===== src/rtl/calc_pkg.sv =====
// Shared opcode and FSM state encodings for the stream calculator family.
package calc_pkg;

    typedef enum logic [1:0] {
        OP_ADD = 2'd0,
        OP_SUB = 2'd1,
        OP_EQL = 2'd2,
        OP_CLR = 2'd3
    } op_e;

    typedef enum logic [1:0] {
        S_IDLE      = 2'd0,
        S_HAVE_ACC  = 2'd1,
        S_WAIT_OPND = 2'd2,
        S_RESULT    = 2'd3
    } state_e;

endpackage


===== src/rtl/calc_alu.sv =====
// Combinational unsigned add/subtract with carry/borrow detection and optional clamping.
module calc_alu
    import calc_pkg::*;
#(
    parameter int unsigned WIDTH    = 8,
    parameter bit          SATURATE = 1'b0
) (
    input  logic [WIDTH-1:0] a,
    input  logic [WIDTH-1:0] b,
    input  op_e              op,
    output logic [WIDTH-1:0] y,
    output logic             ovf
);

    localparam int unsigned XW = WIDTH + 1;

    logic [XW-1:0] sum_c;
    logic [XW-1:0] diff_c;

    // One extra bit holds the carry (add) or borrow (sub).
    always_comb begin
        sum_c  = XW'(a) + XW'(b);
        diff_c = XW'(a) - XW'(b);
        y      = a;
        ovf    = 1'b0;
        case (op)
            OP_ADD: begin
                ovf = sum_c[WIDTH];
                y   = (SATURATE && sum_c[WIDTH]) ? {WIDTH{1'b1}} : sum_c[WIDTH-1:0];
            end
            OP_SUB: begin
                ovf = diff_c[WIDTH];
                y   = (SATURATE && diff_c[WIDTH]) ? {WIDTH{1'b0}} : diff_c[WIDTH-1:0];
            end
            default: begin
                y   = a;
                ovf = 1'b0;
            end
        endcase
    end

endmodule


===== src/rtl/stream_calculator.sv =====
// Token-stream accumulate/add/subtract calculator with valid/ready on both sides.
module stream_calculator
    import calc_pkg::*;
#(
    parameter int unsigned WIDTH    = 8,
    parameter bit          SATURATE = 1'b0,
    parameter bit          CHAIN    = 1'b0
) (
    input  logic             clk,
    input  logic             reset,
    input  logic [WIDTH-1:0] in_data,
    input  logic             in_is_op,
    input  logic             in_valid,
    output logic             in_ready,
    output logic [WIDTH-1:0] out_data,
    output logic             out_overflow,
    output logic             out_valid,
    input  logic             out_ready,
    output logic             err
);

    state_e           state_q, state_d;
    logic [WIDTH-1:0] acc_q, acc_d;
    op_e              pend_op_q, pend_op_d;
    logic             ovf_q, ovf_d;
    logic [WIDTH-1:0] out_data_q, out_data_d;
    logic             out_ovf_q, out_ovf_d;
    logic             out_valid_q, out_valid_d;
    logic             err_q, err_d;

    op_e              tok_op_c;
    logic [WIDTH-1:0] alu_y_c;
    logic             alu_ovf_c;

    assign tok_op_c = op_e'(in_data[1:0]);

    calc_alu #(
        .WIDTH    (WIDTH),
        .SATURATE (SATURATE)
    ) u_alu (
        .a   (acc_q),
        .b   (in_data),
        .op  (pend_op_q),
        .y   (alu_y_c),
        .ovf (alu_ovf_c)
    );

    // Ready is decoded straight from the state register; only a pending result stalls input.
    assign in_ready     = (state_q != S_RESULT);
    assign out_data     = out_data_q;
    assign out_overflow = out_ovf_q;
    assign out_valid    = out_valid_q;
    assign err          = err_q;

    // Next-state and register updates; in_valid implies acceptance outside S_RESULT.
    always_comb begin
        state_d     = state_q;
        acc_d       = acc_q;
        pend_op_d   = pend_op_q;
        ovf_d       = ovf_q;
        out_data_d  = out_data_q;
        out_ovf_d   = out_ovf_q;
        out_valid_d = out_valid_q;
        err_d       = 1'b0;
        case (state_q)
            S_IDLE: begin
                if (in_valid) begin
                    if (!in_is_op) begin
                        acc_d   = in_data;
                        ovf_d   = 1'b0;
                        state_d = S_HAVE_ACC;
                    end else if (tok_op_c != OP_CLR) begin
                        err_d = 1'b1;
                    end
                end
            end
            S_HAVE_ACC: begin
                if (in_valid) begin
                    if (!in_is_op) begin
                        err_d = 1'b1;
                    end else begin
                        case (tok_op_c)
                            OP_ADD, OP_SUB: begin
                                pend_op_d = tok_op_c;
                                state_d   = S_WAIT_OPND;
                            end
                            OP_EQL: begin
                                out_data_d  = acc_q;
                                out_ovf_d   = ovf_q;
                                out_valid_d = 1'b1;
                                state_d     = S_RESULT;
                            end
                            default: begin
                                acc_d   = '0;
                                ovf_d   = 1'b0;
                                state_d = S_IDLE;
                            end
                        endcase
                    end
                end
            end
            S_WAIT_OPND: begin
                if (in_valid) begin
                    if (!in_is_op) begin
                        acc_d   = alu_y_c;
                        ovf_d   = ovf_q | alu_ovf_c;
                        state_d = S_HAVE_ACC;
                    end else begin
                        case (tok_op_c)
                            OP_ADD, OP_SUB: pend_op_d = tok_op_c;
                            OP_EQL:         err_d     = 1'b1;
                            default: begin
                                acc_d   = '0;
                                ovf_d   = 1'b0;
                                state_d = S_IDLE;
                            end
                        endcase
                    end
                end
            end
            S_RESULT: begin
                if (out_ready) begin
                    out_valid_d = 1'b0;
                    ovf_d       = 1'b0;
                    if (CHAIN) begin
                        state_d = S_HAVE_ACC;
                    end else begin
                        acc_d   = '0;
                        state_d = S_IDLE;
                    end
                end
            end
            default: begin
                state_d = S_IDLE;
            end
        endcase
    end

    // State and datapath registers with synchronous reset.
    always_ff @(posedge clk) begin
        if (reset) begin
            state_q     <= S_IDLE;
            acc_q       <= '0;
            pend_op_q   <= OP_ADD;
            ovf_q       <= 1'b0;
            out_data_q  <= '0;
            out_ovf_q   <= 1'b0;
            out_valid_q <= 1'b0;
            err_q       <= 1'b0;
        end else begin
            state_q     <= state_d;
            acc_q       <= acc_d;
            pend_op_q   <= pend_op_d;
            ovf_q       <= ovf_d;
            out_data_q  <= out_data_d;
            out_ovf_q   <= out_ovf_d;
            out_valid_q <= out_valid_d;
            err_q       <= err_d;
        end
    end

endmodule


===== config.mk =====
export PLATFORM = sky130hd
export DESIGN_NAME = stream_calculator
export DESIGN_NICKNAME = d
export VERILOG_FILES = /design/src/rtl/calc_pkg.sv /design/src/rtl/calc_alu.sv /design/src/rtl/stream_calculator.sv
export SDC_FILE = /design/constraint.sdc
export NUM_CORES = 1
export LEC_CHECK = 0
export CAP_MARGIN = 20
export CORE_MARGIN = 8
export CORE_UTILIZATION = 47
export DETAILED_ROUTE_END_ITERATION = 8
export PLACE_DENSITY = 0.69
export RECOVER_POWER = 50
export SYNTH_ARGS = -nofsm -noshare
export SYNTH_HDL_FRONTEND = slang
export SYNTH_SLANG_ARGS = --single-unit

===== constraint.sdc =====
create_clock -name clk -period 2.9 [get_ports clk]
set_input_delay 0.58 -clock clk [delete_from_list [all_inputs] [get_ports clk]]
set_output_delay 0.58 -clock clk [all_outputs]
set_load 0.1 [all_outputs]

# Word level (Yosys, flattened, before mapping)
# Index checks and enable logic that the tools add are counted.
[word_totals]
ff_bits = 24
[op_classes]
n_addsub = 2
eq_ne = 17
n_mux = 43
bitwise = 1
n_reduce_logical = 13
[ops]
columns = ["operator", "count"]
rows = [
  ["two-way mux 8 bit", 8],
  ["case mux 8 bit (4 select lines)", 1],
  ["two-way mux 1 bit", 19],
  ["inequality test 2 bit, second input constant", 9],
  ["two-way mux 2 bit", 8],
  ["case mux 8 bit (2 select lines)", 1],
  ["AND reduction 7 bit", 2],
  ["adder 8 x 8 -> 9 bit", 1],
  ["subtractor 8 x 8 -> 9 bit", 1],
  ["case mux 2 bit (4 select lines)", 1],
  ["AND reduction 4 bit", 2],
  ["equality test 2 x 1 -> 1 bit, second input constant", 3],
  ["equality test 2 bit, second input constant", 3],
  ["zero test 2 bit", 3],
  ["AND reduction 6 bit", 1],
  ["AND reduction 5 bit", 1],
  ["inequality test 4 x 2 -> 1 bit, second input constant", 1],
  ["case mux 1 bit (2 select lines)", 2],
  ["case mux 1 bit (4 select lines)", 1],
  ["case mux 2 bit (2 select lines)", 1],
  ["OR reduction 2 bit", 2],
  ["inequality test 3 bit, second input constant", 1],
  ["case mux 1 bit (3 select lines)", 1],
  ["OR reduction 3 bit", 1],
  ["2 further kinds", 2],
]

# Longest topological paths before layout
# Gate-level depths: netlist of run 1.
[depth]
depth_word = 6
ltp_mapped = 10
mapped_depth_nobuf = 10

# Cells and area by module
# A second synthesis of run 1 with hierarchy kept.
[unflattened]
hier_cells = 248
area_unflattened_um2 = 2052.0
[by_module_without_submodules]
columns = ["module", "n_inst", "cells_per_inst", "area_per_inst_um2", "seq_area_each_um2"]
rows = [
  ["stream_calculator", 1, 130, 1209.9, 480.5],
  ["calc_alu", 1, 118, 842.1, 0.0],
]

# Worst setup path after synthesis of run 1
# No wires, ideal clock.
[synth_timing]
path_kind = "input-to-reg"
start = "input port in_data[0]"
end = "register acc_q[4]"
setup_time_ns = 0.131
t_arrival_ns = 2.287
path_slack_ns = 0.482
stages = 8
n_path_buf = 0
path_cell_list = "ha_1 fa_1 nor2b_1 or4_1 o311ai_1 xnor2_1 a222oi_1 nor3_1"
[synth_via]
elab_chain_cells = 6
[synth_rtl]
columns = ["element", "line_no", "source"]
rows = [
  ["start: declaration", "stream_calculator.sv:11", "input logic [WIDTH-1:0] in_data,"],
  ["parallel branches: the longest is 5 deep, another holds subtractor 8 x 8 -> 9 bit", "n/a", ""],
  ["case mux 8 bit (4 select lines) *", "stream_calculator.sv:65", "case (state_q)"],
  ["end signal: assignment", "stream_calculator.sv:143", "acc_q <= '0;"],
  ["end signal: assignment", "stream_calculator.sv:152", "acc_q <= acc_d;"],
  ["end: declaration", "stream_calculator.sv:23", "logic [WIDTH-1:0] acc_q, acc_d;"],
]
# Every way passes the cells marked *. The select of a mux whose other input is x is not followed.
# A chain may end at the register's enable or synchronous reset.

# Worst setup path in the final report of run 1
[layout_timing]
start = "input port in_data[1]"
end = "register acc_q[4]"
# The elaborated chain is that of the path after synthesis.

==> impl_metrics.env, run 1 <==
export IMPL_status="finished clean"
export IMPL_leakage_nw=0.939
export IMPL_r2r_slack_ns=0.58
export IMPL_die_h_um=81
export IMPL_setup_viol=0
export IMPL_gp_congestion=0.897
export IMPL_wl_met1_mm=2.50
export IMPL_port_buffer_count=24
export IMPL_synth_top_area_cell="dfxtp_1"
export IMPL_row_count=23
export IMPL_n_antenna_cell=0
export IMPL_max_freq_mhz=362
export IMPL_drive_above_1_share_pct=5.67
export IMPL_drt_iter0_markers=143
export IMPL_synth_fa_ha_area_share_pct=15.2
export IMPL_power_density_nw_per_um2=488
export IMPL_cp_max_fo=4
export IMPL_yosysSeqAreaShare_pct=24.2
export IMPL_ios=25
export IMPL_grt_pass1_wl_mm=8.31
export IMPL_end_kind="flip-flop"
export IMPL_start_util_pct=49.3
export IMPL_hp_start="out_data[4]"
export IMPL_overflow=0
export IMPL_num_vias=1835
export IMPL_detail_route_antenna_nets=0
export IMPL_synth_simple_gate_area_share_pct=22.9
export IMPL_vdd_drop_max_mv=0.255
export IMPL_hold_path_depth=2
export IMPL_synth_compound_area_share_pct=22.5
export IMPL_dpl_cell_count=329
export IMPL_wl_met3_um=278
export IMPL_total_power_mw=1.11
export IMPL_synth_nets=291
export IMPL_syn_area_sq_um=1990
export IMPL_wirelength_mm=5.01
export IMPL_hold_class="flip-flop to flip-flop"
export IMPL_slew_violations=0
export IMPL_grt_max_degree=20
export IMPL_cts_tree="done"
export IMPL_crit_required_ns=3.04
export IMPL_swShare_pct=40.1
export IMPL_final_core_util_pct=56.6
export IMPL_cts_hold_buf=0
export IMPL_clkTransAtPathRegs_ns=0.08
export IMPL_coreArea_sq_um=4030
export IMPL_synth_edf_count=0
export IMPL_ys_flop_type="dfxtp_1"
export IMPL_stdcell_count=332
export IMPL_cts_resized=0
export IMPL_slew_headroom_pct=22.2
export IMPL_worstPathArrival_ns=2.90
export IMPL_top_layer_used="met4"
export IMPL_place_hpwl_mm=3.84
export IMPL_skew_ns=0.00621
export IMPL_track_usage_pct=15.7
export IMPL_avgSynthCellArea_sq_um=7.79
export IMPL_cap_violations=0
export IMPL_worstReg2RegStart="acc_q[0]"
export IMPL_period_minus_slack_ns=2.76
export IMPL_rsz0062_at_grt="no"
export IMPL_period_share_pct=95.2
export IMPL_clock_sinks=24
export IMPL_min_delay_worst_endpoint="out_data[4]"
export IMPL_dr_wl_met2_mm=2.19
export IMPL_ys_top_cells_by_area="dfxtp_1 (24%), ha_1 (13%), mux2i_1 (7.1%), a21oi_1 (5.3%), nand2_1 (5.3%)"
export IMPL_h_tree_depth=1
export IMPL_ys_types=44
export IMPL_finish_net_count=320
export IMPL_clock_path_buffers=2
export IMPL_hold_viol_final=0
export IMPL_tightest_slew_ns=1.17
export IMPL_antenna_found_initial=0
export IMPL_synth_top_area_share_pct=24.2
export IMPL_power_frac_seq_pct=36.2
export IMPL_grt_pass1_vias=1797
export IMPL_worstSetupStartpointType="primary input"
export IMPL_synth_seq_cells=24
export IMPL_cts_root_buf="clkbuf_8"
export IMPL_synthMuxAreaShare_pct=7.06
export IMPL_synthCells=255
export IMPL_numCtsBuffers=3
export IMPL_post_cts_setup_buffer_count=0
export IMPL_pwr_share_clk_pct=18.4
export IMPL_path_class="primary input to flip-flop"
export IMPL_die_area_sq_um=6560
export IMPL_pre_cts_ws_ns=-0.124
export IMPL_first_pass_iters=4
export IMPL_power_internal_mw=0.667
export IMPL_layout_area_overhead_vs_synth_pct=14.9
export IMPL_die_w_um=81
export IMPL_timing_rr_end="acc_q[4]"
export IMPL_avgRoutedWirePerCell_um=15.1
export IMPL_synth_top_family_by_area="simple AND/OR/NAND/NOR gates"
export IMPL_setup_ws_ns=0.140
export IMPL_yosysWarningCount=0
export IMPL_clk_latency_ns=0.27
export IMPL_combPwrFrac_pct=45.4
export IMPL_post_drt_via_cell_ratio=5.53
export IMPL_async_reset_ff_share_pct=0
export IMPL_remaining_drc_errors=0
export IMPL_reg2reg_depth=8
export IMPL_synth_xor_area_share_pct=2.21
export IMPL_net_switching_power_mw=0.446
==> state kept, by name, indices dropped and copies added (netlist names) <==
register and flops:
state_q 2, out_overflow 1, err 1, ovf_q 1, out_data 8, out_valid 1
pend_op_q 2, acc_q 8
==> cell type report <==
class / instances / area [sq um]
Clock buffer: 3 / 41.3
Timing Repair Buffer: 35 / 240
Fill cell: 398 / 1750
Sequential cell: 24 / 480
Tap cell: 50 / 62.6
Multi-Input combinational cell: 201 / 1390
Inverter: 19 / 71.3
==> power by group through the flow <==
| stage | Clock, mW | Sequential (mW) | Combinational, mW |
|---|---|---|---|
| after detailed placement | 0 | 0.410 | 0.505 |
| after global placement | 0 | 0.409 | 0.504 |
| final | 0.205 | 0.402 | 0.506 |
| after CTS | 0.214 | 0.402 | 0.509 |
| after global routing | 0.228 | 0.407 | 0.563 |
| after floorplan | 0 | 0.407 | 0.363 |
==> per-stage QoR <==
step / TNS (ns) / hold WS (ns) / area, sq um
final: 0 / 0.501 / 2280
after global routing: 0 / 0.523 / 2280
after CTS: 0 / 0.509 / 2340
after detailed placement: -0.124 / 0.487 / 2300
after global placement: -0.0947 / 0.476 / 2300
after floorplan: 0 / 0.462 / 1990
==> worst max path at each step <==
stage,start,to,slack [ns]
after floorplan,in_data[0],acc_q[4],0.48
after global placement,in_data[0],acc_q[4],-0.09
final,in_data[1],acc_q[4],0.14
after global routing,in_data[0],acc_q[4],0.03
after CTS,in_data[0],acc_q[4],0.15
after detailed placement,in_data[0],acc_q[4],-0.12
==> cell usage in the layout (no fill, tap or decap), types with 9 or more instances in the layout <==
master,instances
a21oi_1,21
dfxtp_1,24
ha_1,21
inv_1,19
clkbuf_1,14
o21ai_0,11
mux2i_1,14
nor2b_1,11
nand2_1,29
buf_4,9
clkdlybuf4s50_1,10
nor2_1,25
==> cells in the mapped netlist, types with 5 or more instances <==
cell type and n:
dfxtp_1 24, inv_1 19, o21ai_0 11, clkbuf_1 8, nor2_1 25, nand2_1 28, a21oi_1 21, nor2b_1 11
nand2b_1 5, xnor2_1 5, ha_1 21, nor3_1 7, mux2i_1 14
==> worst max-delay path, stage by stage <==
cell	delay, ns
dlygate4sd3_1	0.61
fa_1	0.46
nor2b_1	0.16
or4_1	0.47
o311ai_1	0.12
xnor2_1	0.10
a222oi_1	0.32
nor3_1	0.08
==> layer usage <==
metal  vias up  track usage (%)
met1       833             21.2
met4         0             4.82
li1        948                -
met2        49             24.5
met5         -                0
met3         5             3.09
==> logic make-up (layout without fill, tap and decap cells) <==
| kind of cell | Yosys count | count (layout) |
|---|---|---|
| flip-flops | 24 | 24 |
| XOR/XNOR | 5 | 5 |
| AND/OR/NAND/NOR | 94 | 94 |
| AO/OA/AOI/OAI | 65 | 65 |
| multiplexers | 14 | 14 |
| buffers and inverters | 30 | 57 |
| adder cells (fa/ha/maj) | 23 | 23 |
(Power assumes the default switching activity.)
==> run 2, diff against run 1 <==
--- a/config.mk
+++ b/config.mk
@@ -5,6 +5,7 @@
 export SDC_FILE = /design/constraint.sdc
 export NUM_CORES = 1
 export LEC_CHECK = 0
+export ABC_AREA = 1
 export CAP_MARGIN = 20
 export CORE_MARGIN = 8
 export CORE_UTILIZATION = 47
==> impl_metrics.env, run 2 <==
export IMPL_port_buffer_count=24
export IMPL_antenna_found_initial=0
export IMPL_r2r_slack_ns=0.73
export IMPL_n_antenna_cell=0
export IMPL_worstPathArrival_ns=2.54
export IMPL_multi_input_area_sq_um=1380
export IMPL_dpl_cell_count=422
export IMPL_drive_above_1_share_pct=5.88
export IMPL_hold_path_depth=2
export IMPL_cap_violations=0
export IMPL_fin_setup_tns_ns=0
export IMPL_hold_class="flip-flop to flip-flop"
export IMPL_synth_edf_count=0
export IMPL_synth_nets=388
export IMPL_ys_types=29
export IMPL_setup_ws_ns=0.518
export IMPL_worstReg2RegStart="state_q[1]"
export IMPL_cts_tree="done"
export IMPL_post_drt_via_cell_ratio=5.27
export IMPL_cts_hold_buf=0
export IMPL_cts_root_buf="clkbuf_8"
export IMPL_synthTopCellsByCount="nand2_1 (95), inv_1 (58), nor2_1 (30)"
export IMPL_tightest_slew_ns=1.17
export IMPL_power_density_nw_per_um2=884
export IMPL_synth_top_area_cell="dfxtp_1"
export IMPL_final_cell_mix="nand2_1 (95), inv_1 (58), nor2_1 (31)"
export IMPL_avgRoutedWirePerCell_um=13.4
export IMPL_timing_rr_end="out_data[3]"
export IMPL_synth_most_common_cell="nand2_1"
export IMPL_place_hpwl_mm=4.56
export IMPL_wirelength_mm=5.69
export IMPL_leakage_nw=1.21
export IMPL_remaining_drc_errors=0
export IMPL_ys_flop_type="dfxtp_1"
export IMPL_synthCells=352
export IMPL_track_usage_pct=15.8
export IMPL_grt_max_degree=18
export IMPL_rsz0062_at_grt="no"
export IMPL_clkTransAtPathRegs_ns=0.10
export IMPL_path_class="primary input to flip-flop"
export IMPL_stdcell_area_sq_um=2410
export IMPL_syn_area_sq_um=2160
export IMPL_crit_required_ns=3.06
export IMPL_finish_net_count=411
export IMPL_worstSetupStartpointType="primary input"
export IMPL_end_kind="flip-flop"
export IMPL_skew_ns=0.0137
export IMPL_period_share_pct=82.1
export IMPL_yosysWarningCount=0
export IMPL_setup_viol=0
export IMPL_final_common_cell="nand2_1"
export IMPL_clock_sinks=24
export IMPL_regArea_sq_um=480
export IMPL_fill_cells=447
export IMPL_async_reset_ff_share_pct=0
export IMPL_gp_congestion=0.937
export IMPL_row_count=24
export IMPL_max_freq_mhz=420
export IMPL_reg2reg_depth=9
export IMPL_status="finished clean"
export IMPL_hp_start="out_valid"
export IMPL_slew_violations=0
export IMPL_die_w_um=83.8
export IMPL_num_vias=2243
export IMPL_period_minus_slack_ns=2.38
export IMPL_cp_max_fo=14
export IMPL_layout_area_overhead_vs_synth_pct=11.6
export IMPL_cts_resized=0
export IMPL_clock_path_buffers=2
export IMPL_drt_iter0_markers=146
export IMPL_final_core_util_pct=55.0
export IMPL_synth_top_area_share_pct=22.2
export IMPL_clk_latency_ns=0.27
export IMPL_stdcell_count=426
export IMPL_hold_viol_final=0
export IMPL_ys_top_cells_by_area="dfxtp_1 (22%), nand2_1 (16%), ha_1 (12%), inv_1 (10%), nand3_1 (6.7%)"
export IMPL_detail_route_antenna_nets=0
export IMPL_grt_pass1_wl_mm=9.60
export IMPL_pre_cts_ws_ns=0.304
export IMPL_slew_headroom_pct=22.1
export IMPL_die_area_sq_um=7030
export IMPL_ios=25
export IMPL_yosysSeqAreaShare_pct=22.2
export IMPL_avgSynthCellArea_sq_um=6.14
export IMPL_die_h_um=83.8
export IMPL_grt_pass1_vias=2066
export IMPL_synth_seq_cells=24
export IMPL_h_tree_depth=1
export IMPL_post_cts_setup_buffer_count=0
export IMPL_placed_area_sq_um=2390
export IMPL_numCtsBuffers=3
export IMPL_min_delay_worst_endpoint="out_valid"
export IMPL_start_util_pct=49.3
export IMPL_overflow=0
export IMPL_first_pass_iters=5
export IMPL_vdd_drop_max_mv=0.365
export IMPL_coreArea_sq_um=4380
==> run 2: kinds of logic after synthesis <==
family / after synthesis / share of synthesized area [%]
compound gates: 66 / 17.3
simple gates: 168 / 32.6
flops: 24 / 22.2
buf+inv: 71 / 13.8
fa+ha+maj: 23 / 14.0
==> run 2: how the worst max path moves through the flow <==
| stage | cells past startpoint | to | startpoint |
|---|---|---|---|
| 6_report | 8 | out_data[3] | in_data[1] |
| 3_5_place_dp | 13 | acc_q[6] | in_data[0] |
| 4_1_cts | 13 | acc_q[6] | in_data[0] |
| 3_3_place_gp | 13 | acc_q[5] | in_data[4] |
| 5_1_grt | 8 | out_data[3] | in_data[1] |
| 2_1_floorplan | 12 | acc_q[6] | in_data[0] |
==> run 2: worst max-delay path: stages <==
cell and delay, ns:
dlygate4sd3_1 0.55, inv_1 0.13, nor3_1 0.20, inv_1 0.11, nor2_1 0.54, inv_1 0.23
nor2_1 0.14, nor2_1 0.06
==> run 2: layer usage <==
| layer | up-vias | GRT usage [%] | wire, um |
|---|---|---|---|
| met5 | - | 0 | 0 |
| met4 | 0 | 4.55 | 110 |
| met3 | 14 | 1.95 | 342 |
| met2 | 86 | 25.9 | 2600 |
| met1 | 988 | 20.9 | 2640 |
| li1 | 1155 | - | - |
==> run 2: final cells by class <==
| class | instances | share of cell area [%] |
|---|---|---|
| sequential | 24 | 19.9 |
| clock inverter | 1 | 1.24 |
| inverter | 64 | 10.3 |
| timing repair buffer | 25 | 7.16 |
| tap | 52 | 2.70 |
| multi-input combinational | 257 | 57.0 |
| clock buffer | 3 | 1.71 |
==> run 2: power by group <==
group | leakage (nW) | switching, mW | internal, mW
Sequential | 0.196 | 0.0995 | 0.406
Clock | 0.0357 | 0.112 | 0.185
Combinational | 0.980 | 0.905 | 0.424
==> run 2: metrics by stage <==
step | power [mW] | hold slack (ns)
floorplan | 1.56 | 0.457
global placement | 1.85 | 0.456
detailed placement | 1.84 | 0.459
CTS | 2.14 | 0.473
global route | 2.34 | 0.507
finish | 2.13 | 0.466
==> run 3, diff against run 2 <==
--- a/config.mk
+++ b/config.mk
@@ -10,7 +10,7 @@
 export CORE_MARGIN = 8
 export CORE_UTILIZATION = 47
 export DETAILED_ROUTE_END_ITERATION = 8
-export PLACE_DENSITY = 0.69
+export PLACE_DENSITY = 0.71
 export RECOVER_POWER = 50
 export SYNTH_ARGS = -nofsm -noshare
 export SYNTH_HDL_FRONTEND = slang
==> constraint.sdc (replaced) <==
create_clock -name clk -period 2.1 [get_ports clk]
set_input_delay 0.42 -clock clk [delete_from_list [all_inputs] [get_ports clk]]
set_output_delay 0.42 -clock clk [all_outputs]
set_load 0.1 [all_outputs]
==> impl_metrics.env, run 3 (synthesized netlist as in run 2, its figures left out) <==
export IMPL_num_vias=2415
export IMPL_cts_hold_buf=0
export IMPL_place_hpwl_mm=4.74
export IMPL_path_class="primary input to flip-flop"
export IMPL_pwr_share_clk_pct=12.3
export IMPL_remaining_drc_errors=0
export IMPL_crit_start="in_data[1]"
export IMPL_vdd_drop_max_mv=0.553
export IMPL_hold_viol_final=0
export IMPL_setup_viol=0
export IMPL_net_switching_power_mw=1.67
export IMPL_finish_net_count=441
export IMPL_worstPathArrival_ns=2.23
export IMPL_clock_sinks=24
export IMPL_first_pass_iters=5
export IMPL_timing_rr_end="acc_q[6]"
export IMPL_gp_congestion=0.932
export IMPL_drive_above_1_share_pct=19.3
export IMPL_ios=25
export IMPL_power_frac_seq_pct=21.6
export IMPL_swShare_pct=50.1
export IMPL_drt_iter0_markers=172
export IMPL_antenna_found_initial=0
export IMPL_track_usage_pct=16.8
export IMPL_clkTransAtPathRegs_ns=0.09
export IMPL_cts_resized=2
export IMPL_final_cell_mix="nand2_1 (95), inv_1 (57), nor2_1 (30), buf_4 (30), nand3_1 (28)"
export IMPL_final_common_cell="nand2_1"
export IMPL_die_area_sq_um=7030
export IMPL_cp_max_fo=4
export IMPL_post_drt_via_cell_ratio=5.30
export IMPL_period_share_pct=97.3
export IMPL_cts_root_buf="clkbuf_8"
export IMPL_tightest_slew_ns=0.546
export IMPL_numCtsBuffers=3
export IMPL_cts_tree="done"
export IMPL_grt_pass1_vias=2308
export IMPL_worstReg2RegStart="acc_q[0]"
export IMPL_post_cts_setup_buffer_count=0
export IMPL_leakage_nw=1.40
export IMPL_detail_route_antenna_nets=0
export IMPL_reg2reg_depth=13
export IMPL_clk_latency_ns=0.27
export IMPL_start_util_pct=49.3
export IMPL_slew_violations=0
export IMPL_slew_headroom_pct=63.8
export IMPL_avgRoutedWirePerCell_um=13.6
export IMPL_crit_path_end="acc_q[6]"
export IMPL_n_antenna_cell=0
export IMPL_end_kind="flip-flop"
export IMPL_die_w_um=83.8
export IMPL_coreArea_sq_um=4380
export IMPL_grt_max_degree=18
export IMPL_worstSetupStartpointType="primary input"
export IMPL_wirelength_mm=6.19
export IMPL_combPwrFrac_pct=66.1
export IMPL_hold_class="flip-flop to flip-flop"
export IMPL_layout_area_overhead_vs_synth_pct=28.5
export IMPL_crit_required_ns=2.29
export IMPL_placed_area_sq_um=2640
export IMPL_grt_pass1_wl_mm=10.2
export IMPL_timing_hold_ws_ns=0.467
export IMPL_row_count=24
export IMPL_cap_violations=0
export IMPL_period_minus_slack_ns=2.04
export IMPL_power_density_nw_per_um2=1200
export IMPL_r2r_slack_ns=0.19
export IMPL_power_internal_mw=1.66
export IMPL_port_buffer_count=24
export IMPL_clock_path_buffers=2
export IMPL_max_freq_mhz=489
export IMPL_h_tree_depth=1
export IMPL_die_h_um=83.8
export IMPL_overflow=0
export IMPL_stdcell_area_sq_um=2780
export IMPL_status="finished clean"
export IMPL_skew_ns=0.0116
[run 3: layout make-up]
class / instances / area [sq um]
clock inverter: 1 / 30.0
clock buffer: 3 / 41.3
fill: 409 / 1610
inverter: 64 / 248
multi-input combinational: 257 / 1490
timing repair buffer: 55 / 428
sequential: 24 / 480
tap: 52 / 65.1
[run 3: metrics by stage]
stage	setup slack [ns]	std cells	utilization, %	power (mW)	TNS, ns
global placement	-0.207	452	60.3	2.73	-1.03
detailed placement	-0.257	452	60.3	2.76	-1.18
floorplan	0.367	352	-	2.15	0
finish	0.0563	456	63.4	3.34	0
global route	-0.0522	456	63.4	3.66	-0.0697
CTS	0.0321	456	62.1	3.19	0
[run 3: worst max-delay path: stages]
cell	delay [ns]
clkdlybuf4s50_1	0.44
buf_4	0.18
fa_2	0.39
nand2_1	0.08
nand2_1	0.08
nand3_1	0.08
nand2_1	0.05
nand2_1	0.09
nand3_1	0.08
nand3_1	0.09
nand3_1	0.09
a21oi_1	0.16
[run 3: power by group through the flow]
stage	logic [mW]	clock network, mW	registers (mW)
after floorplan	1.39	0	0.757
after global placement	2.04	0	0.693
after detailed placement	2.06	0	0.701
after CTS	2.09	0.414	0.690
after global routing	2.49	0.434	0.739
final	2.21	0.409	0.721
[run 3: how the worst min path moves through the flow]
stage,startpoint,endpoint,slack [ns],depth (start not counted)
floorplan,ovf_q,ovf_q,0.46,2
global placement,out_valid,out_valid,0.45,2
detailed placement,out_valid,out_valid,0.46,2
CTS,out_valid,out_valid,0.47,2
finish,out_valid,out_valid,0.47,2
global route,out_valid,out_valid,0.49,2
[run 3: layer usage]
metal  wire [um]  track usage, %  vias up
met2        2840            27.4       97
met3         335            2.15       11
met5           0               0        -
met4          98            5.02        0
met1        2910            22.3     1089
li1            -               -     1218
